## config.mk

```make
export PLATFORM = sky130hd
export DESIGN_NAME = pipeline_ctrl
export DESIGN_NICKNAME = d
export VERILOG_FILES = /design/src/rtl/pipeline_ctrl.sv
export SDC_FILE = /design/constraint.sdc
export NUM_CORES = 1
export LEC_CHECK = 0
export ABC_AREA = 1
export ABC_CLOCK_PERIOD_IN_PS = 1900
export BUFFER_PORTS_ARGS = -buffer_cell sky130_fd_sc_hd__buf_2
export CAP_MARGIN = 20
export CORE_ASPECT_RATIO = 1.2
export CORE_MARGIN = 1
export CORE_UTILIZATION = 55
export CTS_BUF_LIST = sky130_fd_sc_hd__clkbuf_4 sky130_fd_sc_hd__clkbuf_8
export DETAILED_ROUTE_END_ITERATION = 16
export GPL_TIMING_DRIVEN = 0
export PLACE_DENSITY = 0.82
export SETUP_SLACK_MARGIN = 0.4
export SLEW_MARGIN = 10
export SYNTH_ARGS = -nofsm -noshare
export SYNTH_HDL_FRONTEND = slang
export SYNTH_SLANG_ARGS = --single-unit
```

## constraint.sdc

```tcl
create_clock -name CLK -period 1.9 [get_ports CLK]
set_clock_uncertainty 0.1 [all_clocks]
set_input_delay 0 -clock CLK [delete_from_list [all_inputs] [get_ports CLK]]
set_output_delay 0 -clock CLK [all_outputs]
set_load 0.01 [all_outputs]
```

## src/rtl/pipeline_ctrl.sv

```systemverilog
// Pipeline latch sequencer: per-cycle advance/hold/bubble decisions for PC, IF/ID, ID/EX,
// EX/MEM and MEM/WB, plus halt drain, saturating stall counter and D-wait watchdog.
module pipeline_ctrl #(
  parameter int CNT_W       = 16,
  parameter int DWAIT_LIMIT = 255
) (
  input  logic             CLK,
  input  logic             RST,
  input  logic             ihit,
  input  logic             dhit,
  input  logic             mem_dren,
  input  logic             mem_dwen,
  input  logic             mem_halt,
  input  logic             mem_redirect,
  input  logic             ex_dload,
  input  logic [4:0]       ex_rt,
  input  logic [4:0]       id_rs,
  input  logic [4:0]       id_rt,
  output logic             pc_en,
  output logic             ifid_en,
  output logic             ifid_flush,
  output logic             idex_en,
  output logic             idex_flush,
  output logic             exmem_en,
  output logic             exmem_flush,
  output logic             memwb_pass,
  output logic             halt,
  output logic [CNT_W-1:0] stall_cnt,
  output logic             dwait_err
);

  localparam int DW_W = $clog2(DWAIT_LIMIT + 1);
  localparam logic [DW_W-1:0] DW_LIM  = DW_W'(DWAIT_LIMIT);
  localparam logic [DW_W-1:0] DW_LAST = DW_W'(DWAIT_LIMIT - 1);

  typedef enum logic [1:0] {RUN, DWAIT, DRAIN, HALTED} state_t;

  state_t          state, next_state;
  logic [DW_W-1:0] dwait_cnt;
  logic            dstall;
  logic            load_use;
  logic            running;

  assign dstall   = (mem_dren | mem_dwen) & ~dhit;
  assign load_use = ex_dload & (ex_rt != 5'd0) & ((ex_rt == id_rs) | (ex_rt == id_rt));
  assign running  = (state == RUN) | (state == DWAIT);

  // An enable and a flush are never both set: a flushed latch captures a bubble, not data.
  always_comb begin
    // NOTE: every output gets a default first so no path through the case infers a latch.
    next_state  = state;
    pc_en       = 1'b0;
    ifid_en     = 1'b0;
    ifid_flush  = 1'b0;
    idex_en     = 1'b0;
    idex_flush  = 1'b0;
    exmem_en    = 1'b0;
    exmem_flush = 1'b0;
    memwb_pass  = 1'b0;

    if (RST) begin
      ifid_flush  = 1'b1;
      idex_flush  = 1'b1;
      exmem_flush = 1'b1;
      next_state  = RUN;
    end else begin
      case (state)
        RUN, DWAIT: begin
          if (dstall) begin
            next_state = DWAIT;
          end else if (mem_halt) begin
            ifid_flush  = 1'b1;
            idex_flush  = 1'b1;
            exmem_flush = 1'b1;
            memwb_pass  = 1'b1;
            next_state  = DRAIN;
          end else begin
            next_state = RUN;
            memwb_pass = 1'b1;
            if (mem_redirect) begin
              pc_en       = 1'b1;
              ifid_flush  = 1'b1;
              idex_flush  = 1'b1;
              exmem_flush = 1'b1;
            end else if (load_use) begin
              // IF/ID keeps its still-valid instruction even if the fetch also missed.
              idex_flush = 1'b1;
              exmem_en   = 1'b1;
            end else if (!ihit) begin
              ifid_flush = 1'b1;
              idex_en    = 1'b1;
              exmem_en   = 1'b1;
            end else begin
              pc_en    = 1'b1;
              ifid_en  = 1'b1;
              idex_en  = 1'b1;
              exmem_en = 1'b1;
            end
          end
        end
        DRAIN: begin
          ifid_flush  = 1'b1;
          idex_flush  = 1'b1;
          exmem_flush = 1'b1;
          memwb_pass  = 1'b1;
          next_state  = HALTED;
        end
        HALTED: next_state = HALTED;
      endcase
    end
  end

  always_ff @(posedge CLK) begin
    // NOTE: state registers use non-blocking assignments so every flop samples pre-edge values.
    if (RST) begin
      state     <= RUN;
      halt      <= 1'b0;
      stall_cnt <= '0;
      dwait_cnt <= '0;
      dwait_err <= 1'b0;
    end else begin
      state <= next_state;
      if (state == DRAIN) halt <= 1'b1;
      if (running && !pc_en && (stall_cnt != '1)) stall_cnt <= stall_cnt + 1'b1;
      // Counter is held at zero in RUN, so it starts fresh on every DWAIT entry.
      if (state == RUN) begin
        dwait_cnt <= '0;
      end else if (state == DWAIT) begin
        if (dwait_cnt != DW_LIM) dwait_cnt <= dwait_cnt + 1'b1;
        if (dwait_cnt == DW_LAST) dwait_err <= 1'b1;
      end
    end
  end

endmodule
```

==> results of run 1 <==
==> power breakdown <==
| part | switching [W] | internal [W] |
|---|---|---|
| Sequential | 0.0000222 | 0.000602 |
| Combinational | 0.000196 | 0.000138 |
| Clock | 0.000198 | 0.000186 |
| Total | 0.000416 | 0.000926 |
==> area by class of cell <==
cell class              instances  area, um^2  area share, %
multi-input cells             214        1399          48.36
repair buffers                 75       469.2          16.22
flip-flops and latches         28       590.6          20.42
well taps                      37       46.29          1.600
inverters                      69       269.0          9.299
clock buffers                   4       55.05          1.903
plain buffers                   8       63.81          2.206
==> worst max-delay path, cell delays in order (launching register included) <==
cell and delay, ns:
sky130_fd_sc_hd__dfxtp_2 0.39, sky130_fd_sc_hd__nand2_2 0.15, sky130_fd_sc_hd__nor2_1 0.19, sky130_fd_sc_hd__nand2_2 0.12
sky130_fd_sc_hd__nor2_4 0.14, sky130_fd_sc_hd__nand2_4 0.12, sky130_fd_sc_hd__buf_6 0.16, sky130_fd_sc_hd__nand3_2 0.06
sky130_fd_sc_hd__inv_2 0.06, sky130_fd_sc_hd__nand4_1 0.07, sky130_fd_sc_hd__nand2_1 0.07, sky130_fd_sc_hd__nor2_1 0.12
==> flip-flops by register name, summed over array words and instances, names as in the netlist <==
register / cells
stall_cnt: 16
dwait_cnt: 8
state: 2
dwait_err: 1
halt: 1
==> what timing repair did <==
item,in CTS,in global routing
hold buffers,4,0
pin swaps,25,15
gates resized for setup,30,41
buffers inserted,14,8
hold endpoints to repair,3,0
setup endpoints to repair,22,25
==> cell families (layout without fill, tap and decap cells) <==
| kind of cell | count (synthesis) | in the layout | synth area share [%] |
|---|---|---|---|
| simple gates | 193 | 193 | 48.02 |
| buf+inv | 77 | 156 | 15.76 |
| flops | 28 | 28 | 27.69 |
| compound gates | 12 | 12 | 4.079 |
| xor+xnor | 6 | 6 | 2.596 |
| fa+ha+maj | 3 | 3 | 1.854 |
==> metrics by stage <==
stage	power, W	instance area, um^2
2_1_floorplan	0.0007990	2097
6_report	0.001342	2893
5_1_grt	0.001405	2893
4_1_cts	0.001281	2688
3_5_place_dp	0.0008846	2389
3_3_place_gp	0.0008798	2389
==> path summary, 6_finish.rpt <==
check                                                 end  slack, ns  depth (start not counted)
worst min register to register          halt$_SDFFE_PP0P_       0.36                          2
worst max register to register  stall_cnt[7]$_SDFFE_PP0P_       0.07                         11
worst max-delay path            stall_cnt[7]$_SDFFE_PP0P_       0.07                         11
worst min-delay path                             exmem_en       0.19                          3
==> routing by layer <==
layer,global-route usage [%],vias to the layer above,part of all wire (%)
li1,-,1141,-
met2,49.85,138,50
met1,32.19,1081,38
met4,11.59,0,4.8
met5,0,-,0
met3,3.214,35,6.7
==> placed cells by master, fill, tap and decap left out, types with 3 or more instances in the layout <==
cell	instances
sky130_fd_sc_hd__nand2_4	5
sky130_fd_sc_hd__nor2_2	4
sky130_fd_sc_hd__nand3_2	15
sky130_fd_sc_hd__buf_2	51
sky130_fd_sc_hd__buf_6	7
sky130_fd_sc_hd__nand2_1	74
sky130_fd_sc_hd__dfxtp_2	6
sky130_fd_sc_hd__dfxtp_1	16
sky130_fd_sc_hd__dfxtp_4	6
sky130_fd_sc_hd__nand2_2	10
sky130_fd_sc_hd__xnor2_1	3
sky130_fd_sc_hd__inv_2	14
sky130_fd_sc_hd__dlygate4sd3_1	4
sky130_fd_sc_hd__buf_4	17
sky130_fd_sc_hd__nor3_4	6
sky130_fd_sc_hd__nand3_1	5
sky130_fd_sc_hd__clkbuf_8	4
sky130_fd_sc_hd__nor2_1	39
sky130_fd_sc_hd__inv_1	51
sky130_fd_sc_hd__nor2_4	7
sky130_fd_sc_hd__nand4_1	19
sky130_fd_sc_hd__clkbuf_1	3
==> results.md, run 1 <==
* Areal power density over the cells at 463.8 nW/um^2
* Synthesized area at 2024 um^2
* Cell row count at 23
* Synthesized net count at 346
* Number of antenna violations at the first check in global routing at 0
* # placed instances at ~410
* Detailed Place HPWL at 3273 um
* Final core utilization at roughly 84%
* Number of enable flip-flop cells after synthesis at 0
* Post-Place Setup Slack at approximately 0.13 ns
* Commonest cells in the netlist: sky130_fd_sc_hd__nand2_1 (84), sky130_fd_sc_hd__inv_1 (60), sky130_fd_sc_hd__nor2_1 (47)
* Worst Setup Start Kind: flip-flop
* Synthesis Warnings at 0
* Remaining antenna violation count after routing at 0
* Remaining max-slew budget at the tightest pin at between 40 and 50%
* Startpoint of the tightest hold check path: mem_redirect
* First-pass GRT wire length at 8431 um
* I/O pin cnt at 50
* Failing checks: design-rule violations
* Data required time of the worst path at 2.01 ns
* #FFs+latches synth at 28
* CP arrival at 1.94 ns
* Most used DFF post-synth: sky130_fd_sc_hd__dfxtp_1
* Total CTS buffers at 3
* Top cell type by total area after synthesis: sky130_fd_sc_hd__dfxtp_1
* Pre-antenna DRT Iters at 11
* Min Tclk post-route at roughly 1.8 ns
* Initial cell density of the core at 59.12%
* Share of final-layout standard cells stronger than drive strength 1 at 42.96%
* CTS root buf: sky130_fd_sc_hd__clkbuf_8
* Worst hold path class: primary input to primary output
* Die extent in x at 57.39 um
* Mean Syn Cell Area at 6.346 um^2
* Result of the run: complete, but fails checks
* H-tree depth at 1
* Overall die area at around 4000 um^2
* Leakage power at 1.476 nW
* Maximum number of pins on one net before global-route repair at 16
* Setup_tns at 0 ns
* Share of the yosys chip area belonging to registers at 27.69%
* Worst hold slack at between 0.15 and 0.2 ns
* Maximum ir drop on the vdd rail at 276.4 uV
* Post-synth top area share at 27.69%
* Fin cells at 435
* Vias in the first global route at 1991
* Worst-Skew Late Latency at 0.28 ns
* Total grt overflow at 0
* Number of fill cells at 192
* Total detailed-routing wirelength at 6517 um
* Share of flip-flops with an asynchronous set or reset at 0%
* Largest driver fanout on the critical path at 6
* Setup repair after global routing missed its margin: yes
* Ratio of final minimum period to clock period at 96.34%
* Slew at the pin with the worst max-slew slack at between 0.7 and 0.8 ns
* Instance count of the mapped netlist at 319
* Count of port buffers added during placement at a little under 50
* Start point of the critical path: stall_cnt[4]$_SDFFE_PP0P_
* Routed length per placed instance at 14.98 um
* DRC errors left at 1
* Vias after detailed routing at approximately 2400
* Critical path capture point type: flip-flop
* TritonCTS clock tree: done
* Clock Path Buffers at 2
* Routability congestion estimate from global placement at 0.8430
* Sink count of the clock tree at 28
* Nets at 426
* Layout overhead on the synthesized area at 42.89%
* Worst setup path class: flip-flop to flip-flop
* Number of max-capacitance violations reported at 0
* Antenna diodes at 0
* Number of violations reported at the end of detailed-routing iteration 0 at 278
* Die height at 68.46 um
* Final Hold Vio Count at 0
* Per-cell via count in the routed design at around 5.5
* Reg2reg start: stall_cnt[4]$_SDFFE_PP0P_
* Final number of setup-violating endpoints at 0
* Slew Limit Fails at 0
* Netlist cell types at 33
* Top cells by area in the synthesized netlist: sky130_fd_sc_hd__dfxtp_1 (28%), sky130_fd_sc_hd__nand2_1 (16%), sky130_fd_sc_hd__inv_1 (11%)
* Worst setup slack after layout at 0.06957 ns
* Most repeated cell in the gate-level netlist after synthesis: sky130_fd_sc_hd__nand2_1
* Worst-path clk slew at 0.10 ns
* Overall Global Routing Usage at 27.29%
* Peak clock frequency supported by timing at 546.3 MHz
* Floorplan Core Area at 3425 um^2
Power figures use the tool's default switching activity.
==> run 2: changes to the inputs <==
- CAP_MARGIN: 20 -> not set
- CTS_BUF_LIST: sky130_fd_sc_hd__clkbuf_4 sky130_fd_sc_hd__clkbuf_8 -> sky130_fd_sc_hd__clkbuf_4
==> results.md, run 2 (synthesis gave the netlist of run 1 again) <==
* Total power after layout at 0.001239 W
* Per-cell via count in the routed design at between 5 and 6
* Overall Global Routing Usage at 26.84%
* Total grt overflow at 0
* Most flop-heavy register: stall_cnt
* Peak clock frequency supported by timing at 563.3 MHz
* Slowest-stage cell, CP: sky130_fd_sc_hd__dfxtp_4
* Overall die area at 3929 um^2
* Clock Path Buffers at 2
* Sink count of the clock tree at 28
* Die extent in x at 57.39 um
* Worst hold path class: primary input to flip-flop
* Largest driver fanout on the critical path at 7
* Start point of the critical path: stall_cnt[0]$_SDFFE_PP0P_
* Die height at between 60 and 70 um
* Most frequent standard cell in the layout excluding fill and tap cells: sky130_fd_sc_hd__nand2_1
* Delay of the slowest cell on the worst path at 0.41 ns
* Vias after detailed routing at around 2300
* Pre-antenna DRT Iters at 10
* Final core utilization at 84.69%
* I/O pin cnt at 50
* H-tree depth at 1
* Areal power density over the cells at between 400 and 500 nW/um^2
* Vias in the first global route at roughly 2000
* Slew at the pin with the worst max-slew slack at roughly 0.69 ns
* Critical path capture point type: flip-flop
* CTS root buf: sky130_fd_sc_hd__clkbuf_4
* CP arrival at 1.94 ns
* Total detailed-routing wirelength at 5888 um
* Remaining max-slew budget at the tightest pin at between 50 and 60%
* Layout overhead on the synthesized area at 43.26%
* First-pass GRT wire length at between 8000 and 9000 um
* Worst-path clk slew at 0.15 ns
* Antenna diodes at 0
* Worst-Skew Late Latency at 0.34 ns
* Worst setup path class: flip-flop to flip-flop
* Ratio of final minimum period to clock period at 93.43%
* Crit-path cells: ha_4, nand3_4, nor2_4, nand2_4, nor2_4, nand2_4, nand2_2, inv_2, nand3_2, inv_2, nand3_2, nand2_1, inv_1, nor2_1
* Share of final-layout standard cells stronger than drive strength 1 at roughly 43%
* Number of antenna violations at the first check in global routing at 0
* Setup_tns at 0 ns
* Reg2reg start: stall_cnt[0]$_SDFFE_PP0P_
* Failing checks: design-rule violations
* Data required time of the worst path at 2.06 ns
* Initial cell density of the core at 59.12%
* Final Hold Vio Count at 0
* Detailed Place HPWL at 3273 um
* Min Tclk post-route at between 1.5 and 2 ns
* Count of port buffers added during placement at 49
* Delay-heaviest family, CP: simple AND/OR/NAND/NOR gates
* Most frequent cells in the layout: sky130_fd_sc_hd__nand2_1 (73), sky130_fd_sc_hd__inv_1 (52), sky130_fd_sc_hd__buf_2 (49)
* DRC errors left at 1
* Nets at 429
* Number of violations reported at the end of detailed-routing iteration 0 at 134
* Setup repair after global routing missed its margin: yes
* Final number of setup-violating endpoints at 0
* Maximum number of pins on one net before global-route repair at 16
* Maximum ir drop on the vdd rail at around 260 uV
* Remaining antenna violation count after routing at 0
* Leakage power at approximately 1.5 nW
* Max FFs per register at 16
* Number of fill cells at between 200 and 250
* Cell row count at 23
* Result of the run: complete, but fails checks
* Routability congestion estimate from global placement at 0.8430
* Number of max-capacitance violations reported at 0
* TritonCTS clock tree: done
* Top flop regs: stall_cnt x16, dwait_cnt x8, state x2
* Floorplan Core Area at 3425 um^2
* Routed length per placed instance at 13.44 um
* Slew Limit Fails at 0
* Startpoint of the tightest hold check path: dhit
* Total CTS buffers at 3
* Worst Setup Start Kind: flip-flop
* Number of buffer and inverter instances along the worst setup path at 3
run 2: per-stage QoR:
step	cells	setup WS, ns	hold WS [ns]	area (um^2)
6_report	438	0.1248	0.05628	2900
5_1_grt	438	0.02153	0.05886	2900
4_1_cts	427	0.1968	0.01676	2660
3_5_place_dp	405	0.1298	0.1331	2389
3_3_place_gp	405	0.1513	0.1258	2389
2_1_floorplan	319	0.2707	-0.04931	2097
run 2: timing repair:
item,in CTS,in global routing
gates resized for setup,24,46
endpoints found under the setup margin,22,25
endpoints found under the hold margin,3,0
setup buffers,14,11
hold buffers,4,0
pin swaps,23,18
run 2: power breakdown:
group | switching [W] | leakage [nW] | internal [W]
combinational | 0.000196 | 1.22 | 0.000152
clock | 0.000188 | 0.0154 | 0.0000776
sequential | 0.0000228 | 0.235 | 0.000603
run 2: worst paths after layout:
kind                               endpoint  slack [ns]  cells after the start
hold reg to reg           halt$_SDFFE_PP0P_        0.37                      2
hold / removal          state[0]$_SDFF_PP0_        0.06                      5
setup / recovery  stall_cnt[5]$_SDFFE_PP0P_        0.12                     14
setup reg to reg  stall_cnt[5]$_SDFFE_PP0P_        0.12                     14
run 2: final cells by class:
class,count,area (um^2),share of cell area (%)
tap,37,46.29,1.596
sequential,28,594.3,20.49
timing repair buffer,78,509.2,17.56
inverter,69,271.5,9.362
clock inverter,1,3.754,0.1294
buffer,8,67.56,2.330
multi-input combinational,214,1385,47.76
clock buffer,3,22.52,0.7765
run 2: per-layer routing:
metal / vias up / GRT usage, % / routed length (um)
met5: - / 0 / 0
met4: 0 / 13.11 / 173
met3: 19 / 3.403 / 295
met2: 88 / 49.13 / 2950
met1: 1026 / 30.78 / 2469
li1: 1160 / - / -
run 2: worst min-delay path, delay by kind of cell:
| family | cells | cell delay, ns |
|---|---|---|
| AND/OR/NAND/NOR | 3 | 0.26 |
| buffers and inverters | 2 | 0.22 |
==> run 3: changes to the inputs <==
- ABC_CLOCK_PERIOD_IN_PS: 1900 -> 2290
- CTS_BUF_LIST: sky130_fd_sc_hd__clkbuf_4 -> not set
- clock period: 1.9 -> 2.29 ns (I/O delays scaled with it)
==> results.md, run 3 (synthesis gave the netlist of run 1 again) <==
* Result of the run: complete, no violations
* Startpoint of the tightest hold check path: dhit
* Worst setup path class: flip-flop to flip-flop
* Die height at 68.46 um
* Slew at the pin with the worst max-slew slack at around 0.59 ns
* H-tree depth at 1
* Number of fill cells at between 200 and 300
* Most flop-heavy register: stall_cnt
* Maximum ir drop on the vdd rail at about 230 uV
* Setup_tns at 0 ns
* Floorplan Core Area at approximately 3400 um^2
* Routability congestion estimate from global placement at 0.8561
* Cell seen most often among critical-path stages: sky130_fd_sc_hd__nor2_1
* Worst-path clk slew at 0.09 ns
* Crit-path cells: ha_1, inv_1, nor2_1, a21oi_4, nand4_4, nor3_4, nand3_1, xor2_1, nor2_1
* Total CTS buffers at 3
* Placed cell area at between 2000 and 2500 um^2
* Final Hold Vio Count at 0
* Reg2reg start: dwait_cnt[0]$_SDFFE_PP0P_
* Initial cell density of the core at 59.12%
* Min Tclk post-route at 1.815 ns
* Vias after detailed routing at roughly 2100
* Worst hold path class: primary input to flip-flop
* Areal power density over the cells at roughly 450 nW/um^2
* Sink count of the clock tree at 28
* Critical path capture point type: flip-flop
* Leakage power at 1.297 nW
* Die extent in x at 57.39 um
* Antenna diodes at 0
* Count of port buffers added during placement at between 40 and 50
* Number of buffer and inverter instances along the worst setup path at 1
* Setup repair after global routing missed its margin: yes
* Total grt overflow at 0
* Maximum number of pins on one net before global-route repair at 17
* I/O pin cnt at 50
* Total detailed-routing wirelength at 4283 um
* Routed length per placed instance at slightly above 10 um
* Number of antenna violations at the first check in global routing at 0
* Remaining max-slew budget at the tightest pin at 60.32%
* Nets at 409
* R2R Path End: dwait_cnt[7]$_SDFFE_PP0P_
* Pre-antenna DRT Iters at 4
* CP arrival at between 1.5 and 2 ns
* Most frequent cells in the layout: sky130_fd_sc_hd__nand2_1 (83), sky130_fd_sc_hd__inv_1 (60), sky130_fd_sc_hd__buf_2 (51)
* DRC errors left at 0
* Worst Setup Start Kind: flip-flop
* Area of all placed cells without fillers at 2500 um^2
* Final core utilization at 73.00%
* # placed instances at about 410
* Number of cells on the worst reg-to-reg path at 9
* Max FFs per register at 16
* Delay-heaviest family, CP: simple AND/OR/NAND/NOR gates
* Final number of setup-violating endpoints at 0
* Number of violations reported at the end of detailed-routing iteration 0 at 74
* Layout overhead on the synthesized area at 23.49%
* Remaining antenna violation count after routing at 0
* Delay of the slowest cell on the worst path at 0.36 ns
* Vias in the first global route at 1806
* Peak clock frequency supported by timing at 551.0 MHz
* CTS root buf: sky130_fd_sc_hd__clkbuf_8
* Clock Path Buffers at 2
* Top flop regs: stall_cnt x16, dwait_cnt x8, state x2
* Slew Limit Fails at 0
* TritonCTS clock tree: done
* Ratio of final minimum period to clock period at between 70% and 80%
* Overall die area at 3929 um^2
* First-pass GRT wire length at 7327 um
* Detailed Place HPWL at 3283 um
* Number of max-capacitance violations reported at 0
* Data required time of the worst path at 2.34 ns
* Slowest-stage cell, CP: sky130_fd_sc_hd__dfxtp_2
* Worst-Skew Late Latency at between 0.2 and 0.3 ns
* Endpoint with the worst hold slack: state[0]$_SDFF_PP0_
* Largest driver fanout on the critical path at 5
* Per-cell via count in the routed design at 4.926
* Most frequent standard cell in the layout excluding fill and tap cells: sky130_fd_sc_hd__nand2_1
* Overall Global Routing Usage at 23.49%
* Fin cells at 418
* Worst reg2reg setup slack at 0.48 ns
* Share of final-layout standard cells stronger than drive strength 1 at between 20 and 30%
* Cell row count at 23
* Cell depth of the worst hold path at 4
==> run 3: cell types whose count changed in the layout (fill, tap and decap cells not counted), moves of 5 or more <==
cell,previous run,this run
sky130_fd_sc_hd__nor2_4,6,1
sky130_fd_sc_hd__inv_1,52,60
sky130_fd_sc_hd__dfxtp_4,7,0
sky130_fd_sc_hd__buf_4,21,8
sky130_fd_sc_hd__nor2_1,39,47
sky130_fd_sc_hd__nand2_2,11,4
sky130_fd_sc_hd__inv_2,13,8
sky130_fd_sc_hd__dfxtp_1,15,24
sky130_fd_sc_hd__nand2_1,73,83
sky130_fd_sc_hd__buf_6,6,1
==> run 3: repair_timing <==
action | CTS | global route
buffers inserted | 0 | 7
endpoints found under the hold margin | 3 | 0
setup endpoints to repair | 0 | 11
resized for setup | 0 | 10
hold buffers | 2 | 0
==> run 3: worst max-delay path by stage <==
stage / cells after the start / start / slack, ns / to
after CTS: 11 / stall_cnt[0]$_SDFFE_PP0P_ / 0.41 / stall_cnt[15]$_SDFFE_PP0P_
after global routing: 9 / dwait_cnt[0]$_SDFFE_PP0P_ / 0.34 / dwait_cnt[7]$_SDFFE_PP0P_
after floorplan: 14 / stall_cnt[0]$_SDFFE_PP0P_ / 0.59 / stall_cnt[5]$_SDFFE_PP0P_
after detailed placement: 11 / stall_cnt[0]$_SDFFE_PP0P_ / 0.44 / stall_cnt[15]$_SDFFE_PP0P_
after global placement: 14 / stall_cnt[0]$_SDFFE_PP0P_ / 0.48 / stall_cnt[5]$_SDFFE_PP0P_
final: 9 / dwait_cnt[0]$_SDFFE_PP0P_ / 0.48 / dwait_cnt[7]$_SDFFE_PP0P_
==> run 3: per-stage QoR <==
| stage | setup WS (ns) | hold slack (ns) | power [W] |
|---|---|---|---|
| floorplan | 0.5859 | -0.04931 | 0.0006556 |
| global placement | 0.4780 | 0.1233 | 0.0007217 |
| detailed placement | 0.4405 | 0.1238 | 0.0007271 |
| CTS | 0.4125 | 0.003305 | 0.001119 |
| global route | 0.3431 | 0.05301 | 0.001185 |
| finish | 0.4751 | 0.009366 | 0.001119 |
==> run 3: final cells by class <==
cell class | instances | area, um^2 | share of cell area [%]
Clock buffer | 3 | 41.29 | 1.652
Timing Repair Buffer | 58 | 317.8 | 12.71
Clock inverter | 1 | 30.03 | 1.201
Inverter | 69 | 259.0 | 10.36
Multi-Input combinational cell | 214 | 1180 | 47.20
Buffer | 8 | 60.06 | 2.402
Tap cell | 37 | 46.29 | 1.852
Sequential cell | 28 | 565.5 | 22.62
==> run 3: metal layers <==
metal | part of all wire, % | global-route usage (%) | up-vias
li1 | - | - | 1107
met1 | 46 | 27.77 | 890
met2 | 48 | 42.88 | 58
met3 | 5.2 | 4.159 | 4
met4 | 1.1 | 7.622 | 0
met5 | 0 | 0 | -
==> run 3: worst register-to-register path, stage by stage, from the launching register on <==
cell and delay (ns):
sky130_fd_sc_hd__dfxtp_2 0.36, sky130_fd_sc_hd__ha_1 0.21, sky130_fd_sc_hd__inv_1 0.10, sky130_fd_sc_hd__nor2_1 0.08
sky130_fd_sc_hd__a21oi_4 0.21, sky130_fd_sc_hd__nand4_4 0.13, sky130_fd_sc_hd__nor3_4 0.21, sky130_fd_sc_hd__nand3_1 0.11
sky130_fd_sc_hd__xor2_1 0.14, sky130_fd_sc_hd__nor2_1 0.05
==> run 3: report_power, final <==
part	internal [W]	switching, W	leakage [nW]
sequential	0.000501	0.0000151	0.229
combinational	0.0000882	0.000129	1.03
clock	0.000234	0.000151	0.0357
